## src/rtl/rv_core_pkg.sv

```systemverilog
// Shared RV32 core definitions: register-file geometry, register index type,
// the register-file write-port payload and a one-hot decode helper.
package rv_core_pkg;

    localparam int unsigned REG_ADDR_W = 5;
    localparam int unsigned XLEN       = 32;
    localparam int unsigned NUM_REGS   = 32;

    typedef logic [REG_ADDR_W-1:0] reg_idx_t;

    // One register-file write-port transaction
    typedef struct packed {
        logic            en;
        reg_idx_t        rd;
        logic [XLEN-1:0] data;
    } rf_wr_t;

    function automatic logic [NUM_REGS-1:0] reg_onehot(input reg_idx_t idx);
        return NUM_REGS'(1) << idx;
    endfunction

endpackage

```

## src/rtl/rf_scoreboard.sv

```systemverilog
// Long-latency destination scoreboard: busy vector, in-flight counter and
// the RAW/WAW/capacity hazard compare against the issuing instruction.
// Ports:
//   clk_i, rst_i                      clock, async active-high reset
//   iss_acc                           issue accepted this cycle
//   iss_rs1/iss_rs2/iss_rd            issuing instruction register indices
//   iss_rd_we, iss_long               writes rd / goes to a long unit
//   lng_commit, lng_rd                long result written this cycle
//   hazard                            combinational RAW|WAW|capacity
//   busy, outstanding                 registered scoreboard state
module rf_scoreboard
    import rv_core_pkg::*;
#(
    parameter int unsigned MAX_LONG = 4,
    localparam int unsigned CNT_W   = $clog2(MAX_LONG + 1)
) (
    input  logic                clk_i,
    input  logic                rst_i,
    input  logic                iss_acc,
    input  reg_idx_t            iss_rs1,
    input  reg_idx_t            iss_rs2,
    input  reg_idx_t            iss_rd,
    input  logic                iss_rd_we,
    input  logic                iss_long,
    input  logic                lng_commit,
    input  reg_idx_t            lng_rd,
    output logic                hazard,
    output logic [NUM_REGS-1:0] busy,
    output logic [CNT_W-1:0]    outstanding
);

    logic [NUM_REGS-1:0] busy_q, busy_d, clr_mask, set_mask, eff_busy;
    logic [CNT_W-1:0]    outstanding_q, outstanding_d;
    logic                long_acc, raw, waw, cap;

    // Hazard compare uses the busy view with this cycle's commit already cleared
    always_comb begin
        clr_mask = lng_commit ? reg_onehot(lng_rd) : '0;
        eff_busy = busy_q & ~clr_mask;
        long_acc = iss_acc & iss_long & iss_rd_we;
        set_mask = (long_acc && iss_rd != '0) ? reg_onehot(iss_rd) : '0;

        raw = eff_busy[iss_rs1] | eff_busy[iss_rs2];
        waw = iss_rd_we & eff_busy[iss_rd];
        // A same-cycle commit always frees a slot, so only a full, non-draining table blocks
        cap = iss_long & iss_rd_we & ~lng_commit & (outstanding_q == CNT_W'(MAX_LONG));
        hazard = raw | waw | cap;

        // Set is applied after clear so it wins on the same register; x0 never tracked
        busy_d = ((busy_q & ~clr_mask) | set_mask) & ~NUM_REGS'(1);

        outstanding_d = outstanding_q;
        case ({long_acc, lng_commit})
            2'b10:   outstanding_d = outstanding_q + CNT_W'(1);
            2'b01:   if (outstanding_q != '0) outstanding_d = outstanding_q - CNT_W'(1);
            default: outstanding_d = outstanding_q;
        endcase
    end

    // Scoreboard state
    always_ff @(posedge clk_i or posedge rst_i) begin
        if (rst_i) begin
            busy_q        <= '0;
            outstanding_q <= '0;
        end else begin
            busy_q        <= busy_d;
            outstanding_q <= outstanding_d;
        end
    end

    assign busy        = busy_q;
    assign outstanding = outstanding_q;

    // A long result must target a register it actually reserved (x0 is never reserved)
    a_commit_busy: assert property (@(posedge clk_i) disable iff (rst_i)
        (lng_commit && lng_rd != '0) |-> busy_q[lng_rd]);

endmodule

```

## src/rtl/regfile_wb_scheduler.sv

```systemverilog
// Register-file write-port scheduler: shares the single RF write port between
// the single-cycle writeback (absolute priority) and long-latency results,
// stalls issue on scoreboard hazards and on long-result starvation.
// Optional macro RF_SCHED_PERF_EN adds stall_cycles_o / starve_events_o.
// Ports:
//   clk_i, rst_i                                   clock, async active-high reset
//   iss_valid_i, iss_rs1_i, iss_rs2_i, iss_rd_i,
//   iss_rd_we_i, iss_long_i                        issuing instruction
//   iss_stall_o                                    hold issue this cycle
//   pipe_wb_en_i, pipe_wb_rd_i, pipe_wb_data_i     single-cycle writeback
//   lng_valid_i, lng_rd_i, lng_data_i, lng_ready_o long-latency result handshake
//   rf_wr_en_o, rf_wr_reg_o, rf_wr_data_o          register-file write port
//   busy_o, outstanding_o                          scoreboard state
//   stall_cycles_o, starve_events_o                perf counters (macro only)
module regfile_wb_scheduler
    import rv_core_pkg::*;
#(
    parameter int unsigned MAX_LONG     = 4,
    parameter int unsigned STARVE_LIMIT = 8,
    localparam int unsigned CNT_W       = $clog2(MAX_LONG + 1)
) (
    input  logic                  clk_i,
    input  logic                  rst_i,
    input  logic                  iss_valid_i,
    input  logic [REG_ADDR_W-1:0] iss_rs1_i,
    input  logic [REG_ADDR_W-1:0] iss_rs2_i,
    input  logic [REG_ADDR_W-1:0] iss_rd_i,
    input  logic                  iss_rd_we_i,
    input  logic                  iss_long_i,
    output logic                  iss_stall_o,
    input  logic                  pipe_wb_en_i,
    input  logic [REG_ADDR_W-1:0] pipe_wb_rd_i,
    input  logic [XLEN-1:0]       pipe_wb_data_i,
    input  logic                  lng_valid_i,
    input  logic [REG_ADDR_W-1:0] lng_rd_i,
    input  logic [XLEN-1:0]       lng_data_i,
    output logic                  lng_ready_o,
    output logic                  rf_wr_en_o,
    output logic [REG_ADDR_W-1:0] rf_wr_reg_o,
    output logic [XLEN-1:0]       rf_wr_data_o,
    output logic [NUM_REGS-1:0]   busy_o,
    output logic [CNT_W-1:0]      outstanding_o
`ifdef RF_SCHED_PERF_EN
    ,
    output logic [31:0]           stall_cycles_o,
    output logic [31:0]           starve_events_o
`endif
);

    localparam int unsigned SCNT_W = $clog2(STARVE_LIMIT + 1);

    rf_wr_t            wr_sel;
    logic              lng_commit, iss_acc, hazard, refused;
    logic [SCNT_W-1:0] starve_cnt_q, starve_cnt_d;
    logic              starve_flag_q, starve_flag_d;

    // Write-port mux: the pipeline cannot stall, so it always wins
    always_comb begin
        wr_sel = '0;
        if (pipe_wb_en_i) begin
            wr_sel = '{en: 1'b1, rd: pipe_wb_rd_i, data: pipe_wb_data_i};
        end else if (lng_valid_i) begin
            wr_sel = '{en: 1'b1, rd: lng_rd_i, data: lng_data_i};
        end
    end

    assign lng_ready_o  = ~pipe_wb_en_i;
    assign lng_commit   = lng_valid_i & lng_ready_o;
    assign refused      = lng_valid_i & ~lng_ready_o;
    assign rf_wr_en_o   = wr_sel.en;
    assign rf_wr_reg_o  = wr_sel.rd;
    assign rf_wr_data_o = wr_sel.data;

    assign iss_stall_o = iss_valid_i & (hazard | starve_flag_q);
    assign iss_acc     = iss_valid_i & ~iss_stall_o;

    rf_scoreboard #(.MAX_LONG(MAX_LONG)) u_sb (
        .clk_i       (clk_i),
        .rst_i       (rst_i),
        .iss_acc     (iss_acc),
        .iss_rs1     (iss_rs1_i),
        .iss_rs2     (iss_rs2_i),
        .iss_rd      (iss_rd_i),
        .iss_rd_we   (iss_rd_we_i),
        .iss_long    (iss_long_i),
        .lng_commit  (lng_commit),
        .lng_rd      (lng_rd_i),
        .hazard      (hazard),
        .busy        (busy_o),
        .outstanding (outstanding_o)
    );

    // Starvation: count consecutive refusals; the flag is sticky until a commit
    always_comb begin
        starve_cnt_d  = starve_cnt_q;
        starve_flag_d = starve_flag_q;
        if (!refused) begin
            starve_cnt_d = '0;
        end else if (starve_cnt_q != SCNT_W'(STARVE_LIMIT)) begin
            starve_cnt_d = starve_cnt_q + SCNT_W'(1);
        end
        if (lng_commit) begin
            starve_flag_d = 1'b0;
        end else if (starve_cnt_d == SCNT_W'(STARVE_LIMIT)) begin
            starve_flag_d = 1'b1;
        end
    end

    always_ff @(posedge clk_i or posedge rst_i) begin
        if (rst_i) begin
            starve_cnt_q  <= '0;
            starve_flag_q <= 1'b0;
        end else begin
            starve_cnt_q  <= starve_cnt_d;
            starve_flag_q <= starve_flag_d;
        end
    end

`ifdef RF_SCHED_PERF_EN
    // Saturating event counters
    always_ff @(posedge clk_i or posedge rst_i) begin
        if (rst_i) begin
            stall_cycles_o  <= '0;
            starve_events_o <= '0;
        end else begin
            if (iss_stall_o && stall_cycles_o != '1) begin
                stall_cycles_o <= stall_cycles_o + 32'd1;
            end
            if (!starve_flag_q && starve_flag_d && starve_events_o != '1) begin
                starve_events_o <= starve_events_o + 32'd1;
            end
        end
    end
`endif

endmodule

```

## config.mk

```make
export PLATFORM = sky130hd
export DESIGN_NAME = regfile_wb_scheduler
export DESIGN_NICKNAME = d
export VERILOG_FILES = /design/src/rtl/rv_core_pkg.sv /design/src/rtl/rf_scoreboard.sv /design/src/rtl/regfile_wb_scheduler.sv
export SDC_FILE = /design/constraint.sdc
export NUM_CORES = 1
export LEC_CHECK = 0
export CORE_MARGIN = 5
export CORE_UTILIZATION = 40
export CTS_BUF_LIST = sky130_fd_sc_hd__clkbuf_16
export DETAILED_ROUTE_END_ITERATION = 10
export PLACE_DENSITY = 0.8
export REMOVE_ABC_BUFFERS = 1
export SLEW_MARGIN = 20
export SYNTH_ARGS = -nofsm -noshare
export SYNTH_HDL_FRONTEND = slang
export SYNTH_HIERARCHICAL = 1
export SYNTH_SLANG_ARGS = --single-unit
```

## constraint.sdc

```tcl
create_clock -name clk_i -period 5.04 [get_ports clk_i]
set_input_delay 0.756 -clock clk_i [delete_from_list [all_inputs] [get_ports clk_i]]
set_output_delay 0.756 -clock clk_i [all_outputs]
set_load 0.02 [all_outputs]
```

==> flow_summary.yaml, run 1 <==
placed_design:
  io_buffers: 169
  dp_hpwl_um: 12000
  place_congestion: 1.15
  place_ws_ns: 0.155
  dp.cells: 665
timing:
  hold_violations: 0
  skew_ns: 0.00348
  tightest_slew_ns: 0.624
  slew_headroom: 0.583
  hold_ws_ns: 0.539
  finalCritPeriodShare: 0.961
  final-setup-viol-count: 0
  drv_slew: 0
  final.setup.worst_slack_ns: 0.199
  tns_ns: 0
  finalCriticalPeriod_ns: 4.84
  fmaxAchievable_mhz: 207
  rsz0062_at_grt: "no"
floorplan:
  ios: 171
  start_util: 0.403
  num_rows: 34
  dieArea_um2: 10600
  die-height_um: 103
  die_w_um: 103
  core_area_um2: 8590
worst_setup_path:
  crit_start: "lng_valid_i"
  crit_required_ns: 4.28
  path_cells: "clkdlybuf4s50_1 -> nor2b_4 -> or4b_4 -> o21ai_0 -> mux4_2 -> o311ai_1 -> a221o_1 -> o21a_1 -> clkdlybuf4s50_1"
  cp.arrival_ns: 4.08
  reg2reg_depth: 13
  timing.rr.start: "u_sb/busy[19]"
  cpMostUsedCell: "clkdlybuf4s50_1"
  worst_setup_path_start_kind: "input port"
  critical-path-max-stage-delay_ns: 0.53
  rrSetupSlack_ns: 1.77
  cp_max_fo: 8
  worst-path-buf-inv: 2
  cp-end-kind: "output pin"
  cp_top_family: "compound AO/OA/AOI/OAI gates"
  cp_slowest_cell: "or4b_4"
  criticalPathCategory: "in2out"
  regToRegEndpoint: "u_sb/outstanding[1]"
grt:
  antenna_found_initial: 0
  grt_remaining_overflow: 0
  grt_start_max_net_pins: 47
  grt_use_total: 0.275
  grt_pass1_vias: 4174
  grt_pass1_wl_um: 22500
routing:
  dr.pass1.iters: 7
  drt_iter0_drc: 460
  drtAntennaViolNets: 0
  via_per_inst: 6.33
  wl_um: 15400
  drcViolationCount: 0
  post_drt_wl_per_cell_um: 22.7
  vias: 4288
run_status:
  status: "finished clean"
cells_and_area:
  fillers: 724
  areaGrowthSynthToFinish_pct: 57.7
  final_nets: 667
  diodes: 0
  final_common_cell: "clkdlybuf4s50_1"
  final_cell_mix: "168 x clkdlybuf4s50_1, 56 x o21ai_0, 39 x dfrtp_1, 37 x a22o_1, 24 x buf_4"
  finish.utilization: 0.636
  layout.cells.non_filler: 677
  layout-drive-gt1-share: 0.0984
synthesis:
  yosysSeqAreaShare: 0.282
  avgSynthCellArea_um2: 8.68
  synthSimpleGateAreaFrac: 0.188
  synth.ff_latch_count: 39
  synth_top_family_by_area: "compound AO/OA/AOI/OAI gates"
  ys_types: 74
  yosys_warnings: 6
  synth_ff_type: "dfrtp_1"
  synthAdderAreaFrac: 0.0130
  synthMuxAreaShare: 0.0824
  synth_area_um2: 3460
  synth_async_sr_flop_share: 1.00
  synth_compound_area_frac: 0.362
  synth_xor_area_frac: 0.00759
  netlist_instances: 399
  synth_edf_count: 0
worst_hold_path:
  hold_end: "starve_flag_q"
  hold_depth: 2
  hold_class: "reg2reg"
  hold_start: "starve_flag_q"
cts:
  cts_tree: "yes"
  clkLatencyLatePin_ns: 0.28
  cts_sinks: 39
  cts.clk_slew.worst_paths_ns: 0.06
  h-tree-depth: 2
  cts.path.max_buffers: 2
  cts_made_buffers: 5
  root_buffer: "clkbuf_16"
flow_run:
  maxCapViolations: 0
power:
  powerDensity_nw_per_um2: 227
  p_leak_nw: 2.09
  peakVddDrop_v: 0.000192
logic make-up after synthesis:
group                    count (synthesis)
flip-flops                              39
multiplexers                            19
AO/OA/AOI/OAI                          179
buffers and inverters                   48
other                                    1
XOR/XNOR                                 3
AND/OR/NAND/NOR                        107
adder cells (fa/ha/maj)                  3
worst max-delay path by stage:
stage	end	slack, ns	depth (start not counted)
floorplan	u_sb/outstanding[1]	0.65	14
global placement	iss_stall_o	0.18	9
detailed placement	iss_stall_o	0.15	10
CTS	iss_stall_o	0.14	10
global route	iss_stall_o	0.01	10
finish	iss_stall_o	0.20	9
flip-flops by register name, indices dropped and copies added, names as in the netlist:
| name | flops |
|---|---|
| u_sb/outstanding | 3 |
| starve_cnt_q | 4 |
| starve_flag_q | 1 |
| u_sb/busy | 31 |
synth_stat cells (3+ instances only):
cell | n | area (um2)
dfrtp_1 | 39 | 976
o211ai_1 | 21 | 158
mux2i_1 | 6 | 60.1
xor2_1 | 3 | 26.3
nor2_1 | 17 | 63.8
o311ai_0 | 3 | 26.3
buf_6 | 3 | 33.8
nand2_1 | 18 | 67.6
o31ai_1 | 3 | 22.5
mux2_2 | 6 | 67.6
nand4_1 | 5 | 31.3
mux4_2 | 7 | 158
inv_1 | 16 | 60.1
nand4b_1 | 3 | 26.3
nand2b_1 | 8 | 50.1
and3_1 | 3 | 18.8
clkbuf_1 | 13 | 48.8
nand3b_1 | 4 | 30.0
nand3_1 | 11 | 55.1
o21ai_1 | 4 | 20.0
o21a_1 | 3 | 22.5
a22o_1 | 37 | 324
a21oi_1 | 13 | 65.1
buf_2 | 11 | 55.1
nand4bb_1 | 3 | 33.8
nor2b_1 | 8 | 50.1
nor3_1 | 5 | 25.0
a31oi_1 | 4 | 25.0
o21ai_0 | 57 | 285
o2111ai_1 | 5 | 43.8
layout make-up:
| cell class | instances | area, um2 | area share |
|---|---|---|---|
| clock buffers | 5 | 125 | 0.0229 |
| clock inverters | 3 | 23.8 | 0.00435 |
| inverters | 17 | 63.8 | 0.0117 |
| multi-input cells | 312 | 2260 | 0.414 |
| flip-flops and latches | 39 | 976 | 0.179 |
| well taps | 108 | 135 | 0.0247 |
| repair buffers | 193 | 1870 | 0.343 |
power breakdown:
group / internal, mW / leakage (nW) / total, mW / switching, mW
clock network: 0.185 / 0.0664 / 0.323 / 0.138
logic: 0.259 / 1.49 / 0.535 / 0.275
registers: 0.345 / 0.532 / 0.384 / 0.0390
total: 0.790 / 2.09 / 1.24 / 0.453
worst register-to-register path: stages (launching register included):
cell,delay (ns)
dfrtp_1,0.45
and4b_1,0.23
o21a_1,0.10
a2111oi_0,0.29
a41oi_1,0.20
a32o_1,0.23
a221o_1,0.36
nor3b_1,0.27
nand3_1,0.15
nand2_1,0.15
fa_1,0.47
nor2_1,0.13
a21oi_1,0.04
o21ai_0,0.13
stage by stage:
step | power, mW | cell area, um2
global placement | 0.904 | 5280
CTS | 1.23 | 5430
global route | 1.29 | 5460
floorplan | 0.619 | 3300
finish | 1.24 | 5460
detailed placement | 0.913 | 5280
routing by layer:
layer,wire (um),GRT usage,vias to the layer above
li1,-,-,1911
met3,1640,0.0765,66
met2,7230,0.432,317
met1,5930,0.363,1994
met4,571,0.0986,0
met5,0,0,-
what timing repair did:
item | 4_1_cts | 5_1_grt
gates resized for setup | 0 | 2
buffers inserted | 0 | 4
hold buffers | 0 | 0
setup endpoints to repair | 0 | 1
Note: power is estimated with default switching activity, not from simulation.
==> inputs of run 2 (changes only) <==
--- a/config.mk
+++ b/config.mk
@@ -6,10 +6,10 @@
 export NUM_CORES = 1
 export LEC_CHECK = 0
 export CORE_MARGIN = 5
-export CORE_UTILIZATION = 40
+export CORE_UTILIZATION = 45
 export CTS_BUF_LIST = sky130_fd_sc_hd__clkbuf_16
 export DETAILED_ROUTE_END_ITERATION = 10
-export PLACE_DENSITY = 0.8
+export PLACE_DENSITY = 0.88
 export REMOVE_ABC_BUFFERS = 1
 export SLEW_MARGIN = 20
 export SYNTH_ARGS = -nofsm -noshare
==> flow_summary.yaml, run 2 (synthesized netlist as in run 1, its figures left out) <==
routing:
  vias: 4289
  post_drt_wl_per_cell_um: 22.8
  via_per_inst: 6.46
  dr.pass1.iters: 7
  wl_met3_um: 1710
  wirelength_met1_um: 5560
  wl_um: 15200
  highest_layer: "met4"
  drtAntennaViolNets: 0
  drcViolationCount: 0
  dr_wl_met2_um: 7270
  drt_iter0_drc: 431
cts:
  clkLatencyLatePin_ns: 0.28
  cts.clk_slew.worst_paths_ns: 0.06
  cts_made_buffers: 5
  cts_sinks: 39
  cts.path.max_buffers: 2
  cts_tree: "yes"
  root_buffer: "clkbuf_16"
  cts_hold_buffers: 0
  h-tree-depth: 2
grt:
  grt_pass1_vias: 4387
  grt_use_total: 0.309
  grt_pass1_wl_um: 23700
  grt_start_max_net_pins: 48
  grt_remaining_overflow: 0
  antenna_found_initial: 0
worst_setup_path:
  crit_cells: 9
  criticalPathCategory: "in2out"
  cp.arrival_ns: 4.15
  path_cells: "clkdlybuf4s50_1 -> nand2b_1 -> o21a_1 -> a2111oi_0 -> a41oi_1 -> a32o_1 -> a221o_1 -> o21a_1 -> clkdlybuf4s50_1"
  cp_top_family: "compound AO/OA/AOI/OAI gates"
  reg2reg_depth: 12
  cp-end-kind: "output pin"
  cp_max_fo: 13
  critical-path-max-stage-delay_ns: 0.76
  crit_required_ns: 4.28
  worst_setup_path_start_kind: "input port"
  worst-path-buf-inv: 2
  cp_slowest_cell: "clkdlybuf4s50_1"
placed_design:
  place_ws_ns: 0.208
  dp_hpwl_um: 11900
  io_buffers: 169
  place_congestion: 1.07
timing:
  hold_violations: 0
  finalCriticalPeriod_ns: 4.91
  final.setup.worst_slack_ns: 0.134
  final-setup-viol-count: 0
  drv_slew: 0
  fmaxAchievable_mhz: 204
  skew_ns: 0.00458
  tightest_slew_ns: 0.669
  slew_headroom: 0.553
  rsz0062_at_grt: "no"
  tns_ns: 0
  finalCritPeriodShare: 0.973
power:
  peakVddDrop_v: 0.000193
  powerDensity_nw_per_um2: 227
  p_leak_nw: 2.05
floorplan:
  dieArea_um2: 9550
  die-height_um: 97.7
  ios: 171
  num_rows: 32
  die_w_um: 97.7
  core_area_um2: 7610
  start_util: 0.455
worst_hold_path:
  hold_depth: 2
  hold_class: "reg2reg"
cells_and_area:
  final_nets: 660
  final_cell_mix: "169 x clkdlybuf4s50_1, 57 x o21ai_0, 39 x dfrtp_1, 37 x a22o_1, 21 x o211ai_1"
  final_common_cell: "clkdlybuf4s50_1"
  areaGrowthSynthToFinish_pct: 55.8
  largest_register_ffs: 31
  diodes: 0
  layout-drive-gt1-share: 0.0872
flow_run:
  maxCapViolations: 0
run_status:
  status: "finished clean"
==> run 2: cell count changes in the layout (fill, tap and decap cells not counted) <==
cell             change
buf_4                -7
clkinvlp_4           -1
o21ai_1              -1
dlymetal6s2s_1       -1
o21ai_0              +1
nand4bb_2            +1
inv_1                +1
nand4bb_1            -1
inv_6                -1
clkdlybuf4s50_1      +1
clkinv_2             +1
==> run 2: metrics by stage <==
step / power (mW) / util / area (um2) / hold WS [ns] / std cells
after floorplan: 0.619 / - / 3300 / 0.489 / 368
after global placement: 0.898 / 0.690 / 5250 / 0.523 / 656
after detailed placement: 0.909 / 0.690 / 5250 / 0.539 / 656
after CTS: 1.22 / 0.709 / 5390 / 0.563 / 664
after global routing: 1.28 / 0.709 / 5400 / 0.598 / 664
final: 1.22 / 0.709 / 5400 / 0.558 / 664
==> run 2: routing by layer <==
layer | global-route usage | vias up
met5 | 0 | -
met4 | 0.106 | 0
met3 | 0.0914 | 59
met2 | 0.523 | 322
met1 | 0.375 | 2021
li1 | - | 1887
==> run 2: path summary, 6_finish.rpt <==
path | startpoint | to | slack [ns]
hold / removal | starve_flag_q | starve_flag_q | 0.56
setup reg to reg | u_sb/busy[19] | u_sb/busy[18] | 1.50
setup / recovery | lng_rd_i[0] | iss_stall_o | 0.13
max in group asynchronous | rst_i | u_sb/busy[25] | 3.78
hold reg to reg | starve_flag_q | starve_flag_q | 0.56
min in group asynchronous | rst_i | starve_cnt_q[2] | 0.73
==> run 2: layout make-up <==
| class | count | area, um2 |
|---|---|---|
| fill | 610 | 2210 |
| sequential | 39 | 976 |
| clock buffer | 5 | 125 |
| multi-input combinational | 312 | 2270 |
| inverter | 17 | 63.8 |
| clock inverter | 3 | 16.3 |
| timing repair buffer | 186 | 1820 |
| tap | 102 | 128 |
==> run 2: timing repair <==
item	CTS	global route
setup endpoints to repair	0	1
setup buffers	0	0
gates resized for setup	0	1
==> run 2: power breakdown <==
group	internal, mW	switching (mW)	total [mW]
Combinational	0.256	0.270	0.526
Sequential	0.345	0.0409	0.386
Clock	0.181	0.130	0.310
==> run 2: tightest hold or removal path, delay by kind of cell, from the launching register on <==
family	cells	cell delay (ns)
AO/OA/AOI/OAI	1	0.06
flip-flops	1	0.38
AND/OR/NAND/NOR	1	0.08
==> inputs of run 3 (changes only) <==
--- a/config.mk
+++ b/config.mk
@@ -5,7 +5,7 @@
 export SDC_FILE = /design/constraint.sdc
 export NUM_CORES = 1
 export LEC_CHECK = 0
-export CORE_MARGIN = 5
+export CORE_MARGIN = 2
 export CORE_UTILIZATION = 45
 export CTS_BUF_LIST = sky130_fd_sc_hd__clkbuf_16
 export DETAILED_ROUTE_END_ITERATION = 10
==> flow_summary.yaml, run 3 (synthesized netlist as in run 1, its figures left out) <==
timing:
  drv_slew: 0
  slew_headroom: 0.607
  tns_ns: 0
  fmaxAchievable_mhz: 202
  finalCritPeriodShare: 0.983
  tightest_slew_ns: 0.575
  hold_violations: 0
  final-setup-viol-count: 0
  finalCriticalPeriod_ns: 4.96
  skew_ns: 0.00501
  rsz0062_at_grt: "no"
cells_and_area:
  final_nets: 667
  areaGrowthSynthToFinish_pct: 58.6
  largest_register_ffs: 31
  layout-drive-gt1-share: 0.0984
  layout.cells.non_filler: 668
  diodes: 0
  final_common_cell: "clkdlybuf4s50_1"
  final_cell_mix: "169 x clkdlybuf4s50_1, 56 x o21ai_0, 39 x dfrtp_1, 37 x a22o_1, 24 x buf_4"
worst_setup_path:
  rrSetupSlack_ns: 1.62
  cp.arrival_ns: 4.20
  worst_setup_path_start_kind: "input port"
  cp-end-kind: "output pin"
  reg2reg_depth: 13
  cp_max_fo: 12
  cpMostUsedCell: "clkdlybuf4s50_1"
  cp_slowest_cell: "or4b_4"
  crit_required_ns: 4.28
  path_cells: "clkdlybuf4s50_1 -> nor2b_4 -> or4b_4 -> o21ai_2 -> mux2i_1 -> a311oi_1 -> o311ai_1 -> a221o_1 -> o21a_1 -> clkdlybuf4s50_1"
  timing.rr.start: "u_sb/busy[17]"
  critical-path-max-stage-delay_ns: 0.55
  regToRegEndpoint: "u_sb/outstanding[1]"
  criticalPathCategory: "in2out"
worst_hold_path:
  hold_end: "starve_flag_q"
  hold_start: "starve_flag_q"
  hold_depth: 2
  hold_class: "reg2reg"
grt:
  grt_use_total: 0.356
  grt_remaining_overflow: 0
  grt_start_max_net_pins: 48
  grt_pass1_vias: 4249
  antenna_found_initial: 0
  grt_pass1_wl_um: 23400
cts:
  cts_sinks: 39
  cts_tree: "yes"
  cts_hold_buffers: 0
  cts.path.max_buffers: 2
  clkLatencyLatePin_ns: 0.29
  cts_made_buffers: 5
  cts.clk_slew.worst_paths_ns: 0.06
  root_buffer: "clkbuf_16"
  h-tree-depth: 2
routing:
  drt_iter0_drc: 436
  vias: 4385
  dr.pass1.iters: 5
  drtAntennaViolNets: 0
  post_drt_wl_per_cell_um: 23.0
  drcViolationCount: 0
  wl_um: 15300
  via_per_inst: 6.56
power:
  share_comb_of_total_power: 0.399
  p_sw_mw: 0.445
  peakVddDrop_v: 0.000181
  powerDensity_nw_per_um2: 243
  seq_power_share: 0.288
  p_clk_frac: 0.313
  p_leak_nw: 2.10
  sw_frac_of_total: 0.334
  internal-power_mw: 0.888
placed_design:
  dp.cells: 659
  io_buffers: 169
  dp_hpwl_um: 12000
  place_congestion: 1.08
run_status:
  status: "finished clean"
floorplan:
  ios: 171
  core_area_um2: 7370
  die_w_um: 91.7
  dieArea_um2: 8410
  die-height_um: 91.7
  num_rows: 31
  start_util: 0.470
flow_run:
  maxCapViolations: 0
run 3: final cells by class:
| cell class | instances | area [um2] |
|---|---|---|
| Clock buffer | 5 | 125 |
| Clock inverter | 3 | 67.6 |
| Fill cell | 560 | 1880 |
| Inverter | 17 | 63.8 |
| Multi-Input combinational cell | 312 | 2260 |
| Sequential cell | 39 | 976 |
| Tap cell | 99 | 124 |
| Timing Repair Buffer | 193 | 1870 |
run 3: per-layer routing:
layer,vias up,track usage,share of wire
met5,-,0,0
met2,387,0.549,0.45
met4,0,0.116,0.031
met1,2034,0.481,0.39
li1,1907,-,-
met3,57,0.105,0.12
run 3: what timing repair did:
action	in CTS	in global routing
buffers inserted	0	1
endpoints found under the setup margin	0	1
gates resized for setup	0	2
run 3: stage by stage:
step	setup slack [ns]	total power, mW	area (um2)	hold slack (ns)	utilization
2_1_floorplan	0.649	0.619	3300	0.489	-
3_3_place_gp	0.0785	0.899	5290	0.516	0.718
3_5_place_dp	0.147	0.909	5290	0.519	0.718
4_1_cts	0.135	1.33	5480	0.536	0.744
5_1_grt	0.00678	1.39	5490	0.577	0.745
6_report	0.0840	1.33	5490	0.541	0.745
run 3: power by group through the flow:
stage	Clock (mW)	Combinational, mW	Sequential (mW)
after detailed placement	0	0.521	0.388
after CTS	0.419	0.524	0.383
after global routing	0.433	0.561	0.392
final	0.417	0.532	0.384
after global placement	0	0.514	0.385
after floorplan	0	0.202	0.417
run 3: how the worst max path moves through the flow:
stage	slack [ns]	start	cells after the start	to
global route	0.007	lng_valid_i	10	iss_stall_o
CTS	0.13	lng_valid_i	10	iss_stall_o
floorplan	0.65	lng_valid_i	14	u_sb/outstanding[1]
detailed placement	0.15	lng_valid_i	10	iss_stall_o
finish	0.08	lng_valid_i	10	iss_stall_o
global placement	0.08	lng_valid_i	10	iss_stall_o
run 3: critical path: cells and delay by family:
family / cells / cell delay (ns)
buffers and inverters: 2 / 1.07
multiplexers: 1 / 0.13
AO/OA/AOI/OAI: 5 / 1.38
AND/OR/NAND/NOR: 2 / 0.86
